--- src/rtl/cog_ctr_pkg.sv ---
// Shared definitions for the cog counter bank: mode codes, control-word
// field positions and the channel-select width helper.
package cog_ctr_pkg;

  localparam int unsigned CTR_W = 32;

  // Control-word field positions
  localparam int unsigned CAP_EN_BIT = 31;
  localparam int unsigned MODE_MSB   = 30;
  localparam int unsigned MODE_LSB   = 26;
  localparam int unsigned BPIN_MSB   = 13;
  localparam int unsigned BPIN_LSB   = 9;
  localparam int unsigned APIN_MSB   = 4;
  localparam int unsigned APIN_LSB   = 0;

  // Mode codes (00001-00011 are legacy PLL codes and behave as off)
  localparam logic [4:0] MODE_OFF        = 5'b00000;
  localparam logic [4:0] MODE_NCO_S      = 5'b00100;
  localparam logic [4:0] MODE_NCO_D      = 5'b00101;
  localparam logic [4:0] MODE_DUTY_S     = 5'b00110;
  localparam logic [4:0] MODE_DUTY_D     = 5'b00111;
  localparam logic [4:0] MODE_POS        = 5'b01000;
  localparam logic [4:0] MODE_POS_FB     = 5'b01001;
  localparam logic [4:0] MODE_POSEDGE    = 5'b01010;
  localparam logic [4:0] MODE_POSEDGE_FB = 5'b01011;
  localparam logic [4:0] MODE_NEG        = 5'b01100;
  localparam logic [4:0] MODE_NEG_FB     = 5'b01101;
  localparam logic [4:0] MODE_NEGEDGE    = 5'b01110;
  localparam logic [4:0] MODE_NEGEDGE_FB = 5'b01111;
  localparam logic [4:0] MODE_LOGIC      = 5'b10000;

  // Channel-select width: at least one bit even for a single channel
  function automatic int unsigned ch_sel_w(input int unsigned n);
    return (n <= 1) ? 1 : $clog2(n);
  endfunction

endpackage

--- src/rtl/cog_ctr_chan.sv ---
// One counter channel: control/frequency/phase registers, pin sampling,
// trigger and A/B output decode, sticky overflow and edge capture.
// Capture registers exist only when CTR_CAPTURE_EN is defined.
module cog_ctr_chan
  import cog_ctr_pkg::*;
#(
  parameter int unsigned W    = 32,
  parameter int unsigned NPIN = 32
) (
  input  logic            clk_cog,
  input  logic            res,
  input  logic            ena,
  input  logic            wr_ctr,
  input  logic            wr_frq,
  input  logic            wr_phs,
  input  logic [31:0]     data,
  input  logic [NPIN-1:0] pin_in,
  input  logic            cap_ack,
  output logic [W-1:0]    phs,
  output logic            ovf,
  output logic [NPIN-1:0] pin_out_c,
  output logic [W-1:0]    cap,
  output logic            cap_vld
);

  logic [31:0]  ctr_q, ctr_d;
  logic [W-1:0] frq_q, frq_d;
  logic [W-1:0] phs_q, phs_d;
  logic [W-1:0] cap_q, cap_d;
  logic         carry_q, carry_d;
  logic         ovf_q, ovf_d;
  logic         cap_vld_q, cap_vld_d;
  logic [1:0]   dly_q, dly_d;

  logic [4:0]   mode;
  logic [4:0]   apin;
  logic [4:0]   bpin;
  logic [31:0]  pin_ext;
  logic         pin_a;
  logic         pin_b;
  logic [3:0]   lut;
  logic         trig;
  logic         out_a;
  logic         out_b;
  logic [31:0]  drv;
  logic [W:0]   sum;
  logic         unused_c;

  // Control fields not decoded here (and data bits above W) are sunk
  assign unused_c = ^{data, ctr_q, cap_ack};

  // Mode decode: trigger, A/B outputs and their placement on the pin bus
  always_comb begin
    mode    = ctr_q[MODE_MSB:MODE_LSB];
    apin    = ctr_q[APIN_MSB:APIN_LSB];
    bpin    = ctr_q[BPIN_MSB:BPIN_LSB];
    pin_ext = 32'(pin_in);
    pin_a   = pin_ext[apin];
    pin_b   = pin_ext[bpin];
    lut     = mode[3:0];
    trig    = 1'b0;
    out_a   = 1'b0;
    out_b   = 1'b0;
    if (mode[4]) begin
      trig = lut[dly_q];
    end else begin
      case (mode)
        MODE_NCO_S:  begin trig = 1'b1; out_a = phs_q[W-1]; end
        MODE_NCO_D:  begin trig = 1'b1; out_a = phs_q[W-1]; out_b = !phs_q[W-1]; end
        MODE_DUTY_S: begin trig = 1'b1; out_a = carry_q; end
        MODE_DUTY_D: begin trig = 1'b1; out_a = carry_q; out_b = !carry_q; end
        MODE_POS, MODE_POS_FB:         trig = dly_q[0];
        MODE_POSEDGE, MODE_POSEDGE_FB: trig = (dly_q == 2'b01);
        MODE_NEG, MODE_NEG_FB:         trig = !dly_q[0];
        MODE_NEGEDGE, MODE_NEGEDGE_FB: trig = (dly_q == 2'b10);
        default: ;
      endcase
      if (mode[3] && mode[0]) out_b = !dly_q[0];
    end
    // Pin indices beyond NPIN fall off the top when truncating
    drv       = (32'(out_b) << bpin) | (32'(out_a) << apin);
    pin_out_c = NPIN'(drv);
  end

  // Next-state: sampling, register writes, accumulate, overflow, capture
  always_comb begin
    ctr_d     = ctr_q;
    frq_d     = frq_q;
    phs_d     = phs_q;
    carry_d   = carry_q;
    ovf_d     = ovf_q;
    dly_d     = dly_q;
    cap_d     = cap_q;
    cap_vld_d = cap_vld_q;
    sum       = {1'b0, phs_q} + {1'b0, frq_q};

    if (mode[4:3] != 2'b00) dly_d = {mode[4] ? pin_b : dly_q[0], pin_a};

    if (wr_frq) frq_d = data[W-1:0];

    if (wr_phs) begin
      phs_d   = data[W-1:0];
      carry_d = 1'b0;
      ovf_d   = 1'b0;
    end else if (trig) begin
      phs_d   = sum[W-1:0];
      carry_d = sum[W];
      if (sum[W]) ovf_d = 1'b1;
    end

    // Cog disable wipes every control word and blocks the write
    if (!ena) begin
      ctr_d = '0;
    end else if (wr_ctr) begin
      ctr_d = data;
      ovf_d = 1'b0;
    end

`ifdef CTR_CAPTURE_EN
    if (ctr_q[CAP_EN_BIT] && (mode[4:3] != 2'b00) && (dly_q == 2'b01)) begin
      cap_d     = phs_q;
      cap_vld_d = 1'b1;
    end else if (cap_ack) begin
      cap_vld_d = 1'b0;
    end
`else
    cap_d     = '0;
    cap_vld_d = 1'b0;
`endif
  end

  // Channel state registers
  always_ff @(posedge clk_cog or posedge res) begin
    if (res) begin
      ctr_q     <= '0;
      frq_q     <= '0;
      phs_q     <= '0;
      carry_q   <= 1'b0;
      ovf_q     <= 1'b0;
      dly_q     <= 2'b00;
      cap_q     <= '0;
      cap_vld_q <= 1'b0;
    end else begin
      ctr_q     <= ctr_d;
      frq_q     <= frq_d;
      phs_q     <= phs_d;
      carry_q   <= carry_d;
      ovf_q     <= ovf_d;
      dly_q     <= dly_d;
      cap_q     <= cap_d;
      cap_vld_q <= cap_vld_d;
    end
  end

  assign phs     = phs_q;
  assign ovf     = ovf_q;
  assign cap     = cap_q;
  assign cap_vld = cap_vld_q;

endmodule

--- src/rtl/cog_ctr_bank.sv ---
// Multi-channel cog counter bank: write demux to NCH channels, OR of all
// channel pin drives, and concatenation of per-channel state outputs.
// Optional edge capture is enabled by defining CTR_CAPTURE_EN.
module cog_ctr_bank
  import cog_ctr_pkg::*;
#(
  parameter int unsigned NCH  = 2,
  parameter int unsigned W    = 32,
  parameter int unsigned NPIN = 32
) (
  input  logic                     clk_cog,
  input  logic                     res,
  input  logic                     ena,
  input  logic [ch_sel_w(NCH)-1:0] wr_sel,
  input  logic                     wr_ctr,
  input  logic                     wr_frq,
  input  logic                     wr_phs,
  input  logic [31:0]              data,
  input  logic [NPIN-1:0]          pin_in,
  output logic [NCH*W-1:0]         phs,
  output logic [NCH-1:0]           ovf,
  output logic [NPIN-1:0]          pin_out,
  output logic [NCH*W-1:0]         cap,
  output logic [NCH-1:0]           cap_vld,
  input  logic [NCH-1:0]           cap_ack
);

  localparam int unsigned CW = ch_sel_w(NCH);

  logic [NPIN-1:0] chan_pin [NCH];

  for (genvar n = 0; n < NCH; n++) begin : g_chan
    logic sel;
    assign sel = (wr_sel == CW'(n));

    cog_ctr_chan #(
      .W    (W),
      .NPIN (NPIN)
    ) u_chan (
      .clk_cog   (clk_cog),
      .res       (res),
      .ena       (ena),
      .wr_ctr    (wr_ctr && sel),
      .wr_frq    (wr_frq && sel),
      .wr_phs    (wr_phs && sel),
      .data      (data),
      .pin_in    (pin_in),
      .cap_ack   (cap_ack[n]),
      .phs       (phs[n*W +: W]),
      .ovf       (ovf[n]),
      .pin_out_c (chan_pin[n]),
      .cap       (cap[n*W +: W]),
      .cap_vld   (cap_vld[n])
    );
  end

  // Bank pin drive is the OR of every channel's A/B drive
  always_comb begin
    pin_out = '0;
    for (int n = 0; n < NCH; n++) pin_out = pin_out | chan_pin[n];
  end

endmodule

--- config.mk ---
export PLATFORM = sky130hd
export DESIGN_NAME = cog_ctr_bank
export DESIGN_NICKNAME = d
export VERILOG_FILES = /design/src/rtl/cog_ctr_pkg.sv /design/src/rtl/cog_ctr_chan.sv /design/src/rtl/cog_ctr_bank.sv
export SDC_FILE = /design/constraint.sdc
export NUM_CORES = 1
export LEC_CHECK = 0
export ABC_AREA = 1
export CAP_MARGIN = 25
export CORE_UTILIZATION = 50
export CTS_CLUSTER_DIAMETER = 150
export DETAILED_ROUTE_END_ITERATION = 10
export GPL_TIMING_DRIVEN = 0
export PLACE_DENSITY = 0.88
export SETUP_SLACK_MARGIN = 0.02
export SLEW_MARGIN = 20
export SYNTH_ARGS = -nofsm -noshare
export SYNTH_HDL_FRONTEND = slang
export SYNTH_SLANG_ARGS = --single-unit
--- constraint.sdc ---
create_clock -name clk_cog -period 5.4 [get_ports clk_cog]
set_clock_uncertainty 0.05 [all_clocks]
set_input_delay 0.81 -clock clk_cog [delete_from_list [all_inputs] [get_ports clk_cog]]
set_output_delay 0.81 -clock clk_cog [all_outputs]
set_load 0.05 [all_outputs]
Word-level counts from Yosys, hierarchy flattened

Cells that the tools add are included.
W data, S select, Z words.

Logic and storage cells: 140
Input bits: 73
Flip-flop bits (word level): 198
Output and inout port bits: 164

Eq/ne operators: 30
Add/subtract/negate cells: 2
Order comparisons: 6
Shift-type cells: 4
Muxes and demuxes: 50
Bitwise gates (word level): 4
Reductions and logical operators: 32

Operator list:

| cell                 | number |
|---|---|
| $mux W32             | 4 |
| $shl A1 B5 Y32       | 4 |
| $mux W31             | 4 |
| $or A32 B32 Y32      | 3 |
| $eq A5 B4 Y1 const B | 16 |
| $add A32 B32 Y33     | 2 |
| $eq A5 B3 Y1 const B | 8 |
| $mux W1              | 30 |
| $lt A5 B6 Y1 const B | 4 |
| $reduce_or A2 Y1     | 12 |
| $bmux W1 S5          | 4 |
| $pmux W1 S5          | 2 |
| $logic_and A1 B1 Y1  | 8 |
| $pmux W1 S2          | 4 |
| $reduce_bool A2 Y1   | 4 |
| $reduce_or A4 Y1     | 2 |
| $logic_not A1 Y1     | 6 |
| $lt A2 B3 Y1 const B | 2 |
| $bmux W1 S2          | 2 |
| $eq A2 B1 Y1 const B | 2 |
| $eq A2 B2 Y1 const B | 2 |
| $ne A2 B1 Y1 const B | 2 |
| $not A1 Y1           | 1 |

Logic depth before layout (Yosys ltp)

Word-level depth: 8
Gate-level depth with buffers: 14
Mapped depth without buffers: 14

By module

From an unflattened synthesis, not the netlist that was laid out.

Cells, all modules: 2516
Area total of the unflattened synthesis: 15369.7 um^2

Modules (own cells, without submodules):

| module       | sequential area each (um^2) | instances | area an instance (um^2) | cells an instance |
|---|---|---|---|---|
| cog_ctr_chan | 2077.0                      | 2         | 7482.2                  | 1204 |
| cog_ctr_bank | 0.0                         | 1         | 405.4                   | 108 |

Least setup slack after synthesis

Ideal clock, no wire load.

Path type: register to output
Start point: reg g_chan[1].u_chan.phs_q[31]
End point: out pin_out[14]
Required time: 4540 ps
Data arrival time: 1762 ps
Setup slack: 2778 ps
Path buffers: 0
Cell stages (with the launch flop): 9
Cells stage by stage: dfrtp_1 > nand3_1 > nand2_1 > nand4_1 > nor2_1 > nand3_1 > nand2_1 > inv_1 > nand3_1

Cells in the longest elaborated chain, start to end: 7
Elaborated cells between the ends (all ways): 10
Those cells by class: 2 x shift; 5 x mux; 2 x bitwise; 1 x reduce/logical

RTL lines:

| element                  | line                | text |
|---|---|---|
| start: declaration       | cog_ctr_chan.sv:28  | `logic [W-1:0] phs_q, phs_d;` |
| start signal: assignment | cog_ctr_chan.sv:146 | `phs_q <= phs_d;` |
| $logic_not A1 Y1         | cog_ctr_chan.sv:69  | `MODE_NCO_D: begin trig = 1'b1; out_a = phs_q[W-1]; out_b = !phs_q[W-1]; end` |
| $pmux W1 S2              | cog_ctr_chan.sv:67  | `case (mode)` |
| $mux W1                  | cog_ctr_chan.sv:78  | `if (mode[3] && mode[0]) out_b = !dly_q[0];` |
| $mux W1                  | cog_ctr_chan.sv:64  | `if (mode[4]) begin` |
| $shl A1 B5 Y32           | cog_ctr_chan.sv:81  | `drv = (32'(out_b) << bpin) \| (32'(out_a) << apin);` |
| $or A32 B32 Y32 (*)      | cog_ctr_chan.sv:81  |  |
| $or A32 B32 Y32 (*)      | cog_ctr_bank.sv:60  | `for (int n = 0; n < NCH; n++) pin_out = pin_out \| chan_pin[n];` |
| end: declaration         | cog_ctr_bank.sv:22  | `output logic [NPIN-1:0] pin_out,` |

Mark *: on every way between the ends. The rest lies on a longest branch, timed or not.

Final worst setup path

Start point: reg g_chan[0].u_chan.ctr_q[2]
End point: out pin_out[21]

Cells in the longest elaborated chain, start to end: 3

RTL lines:

| element                  | line                | text |
|---|---|---|
| start: declaration       | cog_ctr_chan.sv:26  | `logic [31:0] ctr_q, ctr_d;` |
| start signal: assignment | cog_ctr_chan.sv:144 | `ctr_q <= ctr_d;` |
| $shl A1 B5 Y32           | cog_ctr_chan.sv:81  |  |
| $or A32 B32 Y32          | cog_ctr_chan.sv:81  |  |
| $or A32 B32 Y32          | cog_ctr_bank.sv:60  |  |

Every way passes these cells.

==> results.md <==
| Stage | Parameter | Value |
| --- | --- | --- |
| run | Number of violations of the max-capacitance limit | 0 |
| drt | Highest layer used for signal routing | met4 |
| power and ir drop | Post-layout total power | 6.88 mW |
| timing | Number of pins with negative max-slew slack in the final report | 0 |
| global routing | Global-route wire length before repair | 86.0 mm |
| timing | Highest clock frequency the design can meet | 239 MHz |
| placed design | Placement Cell Area | 0.0173 mm^2 |
| clock tree | Hold-fix buffers at CTS | 0 |
| worst setup path | Cell-by-cell listing of the critical path | clkbuf_1 > clkinv_1 > nor2_1 > nand3_1 > nand2_1 > inv_1 > nand3_1 > clkdlybuf4s50_1 |
| die | Die width | 174 um |
| worst setup path | Most common cell on crit path | nand3_1 |
| timing | Setup Total Neg Slack | 0 ps |
| yosys | Sequential-to-total area share from yosys stat | 28.0% |
| worst setup path | Biggest cell delay along the critical path | 830 ps |
| clock tree | Resized Gates After CTS | 0 |
| yosys | Average cell area after synthesis | 6.05 um^2 |
| timing | Minimum period implied by the final worst setup slack | 4180 ps |
| drt | Met1 WL | 24.2 mm |
| yosys | Fraction of registers with async set/reset | 100% |
| yosys | Post-synthesis sequential element count | 166 |
| timing | Portion of the clock cycle consumed by the worst path in the final layout | 77.4% |
| final layout | Post-route cell area | 0.0179 mm^2 |
| outcome | Run status | complete, no violations |
| power and ir drop | Worst ir drop on vdd | 0.240 mV |
| die | Die boundary height | 174 um |
| worst hold path | Min-delay worst type | flop to flop |
| worst setup path | Crit Path Max Fanout | 9 |
| final layout | Final core utilization | 61.7% |
| clock tree | Root buffer selected by CTS | clkbuf_16 |
| final layout | Total number of nets in the final design | 2842 |
| timing | Slew at the pin closest to its max-slew limit | 682 ps |
| worst setup path | Crit. End Element | output pin |
| drt | Overall routed net length | 55.6 mm |
| clock tree | CTS buffer count | 17 |
| clock tree | Clock tree from TritonCTS | done |
| yosys | Top FF cell, synth | dfrtp_1 |
| placed design | Final weighted congestion in routability-driven placement | 1.02 |
| die | Cell Rows | 62 |
| drt | Detailed-routing iteration count for the pre-antenna-repair pass | 8 |
| clock tree | H-Tree Depth | 4 |
| final layout | Layout cells sized above 1 | 5.19% |
| clock tree | Clock sink total | 166 |
| worst setup path | Number of buffers and inverters on the critical path | 4 |
| clock tree | Buffer count from post-CTS setup fixing | 0 |
| die | Starting density of the core | 51.3% |
| global routing | Maximum number of pins on one net before global-route repair | 94 |
| clock tree | Worst-case clock buffer depth | 2 |
| placed design | Half-perimeter wire length of the detailed placement result | 44.7 mm |
| worst setup path | Type of the worst setup path | flop to output pin |
| yosys | Gate Count Post-Synth | 2451 |
| placed design | Placed cell count | 3068 |
| worst setup path | Worst-path cell with the longest stage delay | clkdlybuf4s50_1 |
| worst setup path | CP top delay family | buffers and inverters |
| clock tree | Clk Latency, worst-skew pair | 450 ps |
| power and ir drop | Total power divided by cell area | 385 mW/mm^2 |
| drt | Vias post-DR | 17000 |
| worst setup path | Data required time at the worst endpoint | 4540 ps |
| drt | Number of nets with antenna violations after routing | 0 |
| yosys | Number of synthesized flops with an enable pin | 0 |
| drt | Total met2 wirelength after detailed routing | 24.2 mm |
| drt | Vias per std cell | 5.49 |
| drt | Average wire length per cell after detail routing | 17.9 um |
| worst setup path | Data arrival time at the worst-slack endpoint | 3320 ps |
| global routing | Overflow after GRT | 0 |
| global routing | Antenna violations before repair | 1 |
| yosys | Cell Area, Synth | 0.0148 mm^2 |
| die | Core region area | 0.0289 mm^2 |
| yosys | Number of warnings issued by yosys | 0 |
| timing | Setup repair after global routing missed its margin | false |
| timing | Worst slack on hold paths | 452 ps |
| die | Full die area | 0.0304 mm^2 |
| final layout | Fill cell total of the finished layout | 2818 |
| drt | Number of violations reported at the end of detailed-routing iteration 0 | 2143 |
| drt | DRC violations left | 0 |
| final layout | Area Growth Syn to Fin | 20.3% |
| drt | Metal3 WL | 5.29 mm |
| timing | Normalized max-slew margin | 54.5% |
| global routing | GRT Total Usage | 36.4% |
| final layout | Finished Layout Cells | 3102 |
| clock tree | Clock transition at path regs | 70 ps |
| placed design | Place WS | 1810 ps |
| placed design | Buffers added on ports | 167 |
| global routing | Vias in the first global route | 15600 |
| timing | Final setup slack of the worst path | 1220 ps |
| power and ir drop | Total leakage power | 9.81 nW |
| die | Count of boundary I/O pins | 237 |
| timing | Final Hold Violating Endpoints | 0 |
| yosys | Number of distinct standard cells referenced by the synthesized netlist | 38 |
| worst setup path | Critical path launch point type | flop |
| timing | Number of setup violations in the final report | 0 |
## kinds of logic (layout without fill, tap and decap cells)
family	after synthesis	after routing	share of synthesized area [%]
AND/OR/NAND/NOR	1397	1397	39.6
other	1	68	0.0253
buffers and inverters	547	747	16.1
XOR/XNOR	30	30	1.77
AO/OA/AOI/OAI	244	244	8.87
adder cells (fa/ha/maj)	66	66	5.67
flip-flops	166	166	28.0
## path summary, 6_finish.rpt
path | from | end | slack, ps | cells after the start
worst min-delay path | g_chan[0].u_chan.frq_q[27] | g_chan[0].u_chan.frq_q[27] | 450 | 2
worst min register to register | g_chan[0].u_chan.frq_q[27] | g_chan[0].u_chan.frq_q[27] | 450 | 2
min in group asynchronous | res | g_chan[1].u_chan.frq_q[22] | 810 | 2
worst max register to register | g_chan[0].u_chan.phs[0] | g_chan[0].u_chan.phs[16] | 3050 | 11
worst max-delay path | g_chan[0].u_chan.ctr_q[2] | pin_out[21] | 1220 | 8
max in group asynchronous | res | g_chan[0].u_chan.phs[31] | 3630 | 3
## where the power goes
part / internal, mW / switching (mW)
Sequential: 1.50 / 0.278
Clock: 0.668 / 0.577
Combinational: 1.25 / 2.60
Total: 3.42 / 3.46
## Yosys cell counts (2+ instances only)
library cell	number	area [um^2]
inv_1	380	1430
xnor2_1	12	105
fa_1	2	40.0
nand2_2	3	18.8
clkbuf_1	52	195
o21bai_1	4	30.0
o211ai_1	13	97.6
nor2_4	2	22.5
and2_1	8	50.1
a21oi_1	74	370
o22ai_1	30	188
nand4_1	17	106
nand2_1	855	3210
xor2_1	18	158
nand3_1	377	1890
clkinv_1	16	60.1
buf_2	17	85.1
a21o_1	4	30.0
nand3b_1	7	52.6
o21ai_0	114	571
nor2_1	114	428
o21ai_1	3	15.0
dfrtp_1	166	4150
ha_1	64	801
nand2_4	3	33.8
buf_4	77	578
nor3_1	8	40.0
## registers in the layout, indices dropped and copies added, names as in the netlist
signal                 flops
g_chan.u_chan.carry_q      2
g_chan.u_chan.ovf          2
g_chan.u_chan.phs         64
g_chan.u_chan.ctr_q       30
g_chan.u_chan.frq_q       64
g_chan.u_chan.dly_q        4
## worst reg2reg max path: cells and delay by family, from the launching register on
kind	cells	cell delay [ps]
adders and majority gates	2	720
DFF	1	410
xor gates and xnor gates	1	220
and+or+nand+nor	8	850
## cells in the final DEF, fill, tap and decap left out, types with 17 or more instances in the layout
cell type and count:
nand2_1 855, inv_1 379, nand3_1 377, clkdlybuf4s50_1 167, dfrtp_1 166, nor2_1 114
o21ai_0 114, buf_4 77, a21oi_1 74, conb_1 66, ha_1 64, clkbuf_1 53
o22ai_1 30, xor2_1 18, buf_2 17, nand4_1 17, clkbuf_16 17
## layer usage
layer | vias up | GRT usage [%]
met3 | 133 | 5.18
met5 | - | 0
li1 | 8093 | -
met1 | 7903 | 52.2
met4 | 0 | 12.5
met2 | 892 | 55.9
## layout make-up
cell class / instances / area (um^2) / share of cell area (%)
repair buffers: 168 / 1700 / 9.52
inverters: 399 / 1510 / 8.47
clock inverters: 12 / 120 / 0.673
flip-flops and latches: 166 / 4150 / 23.3
plain buffers: 148 / 877 / 4.91
diodes: 2 / 5.00 / 0.0280
clock buffers: 20 / 457 / 2.56
well taps: 384 / 480 / 2.69
multi-input cells: 1803 / 8550 / 47.9
No activity file was read; power rests on OpenSTA's default activity.
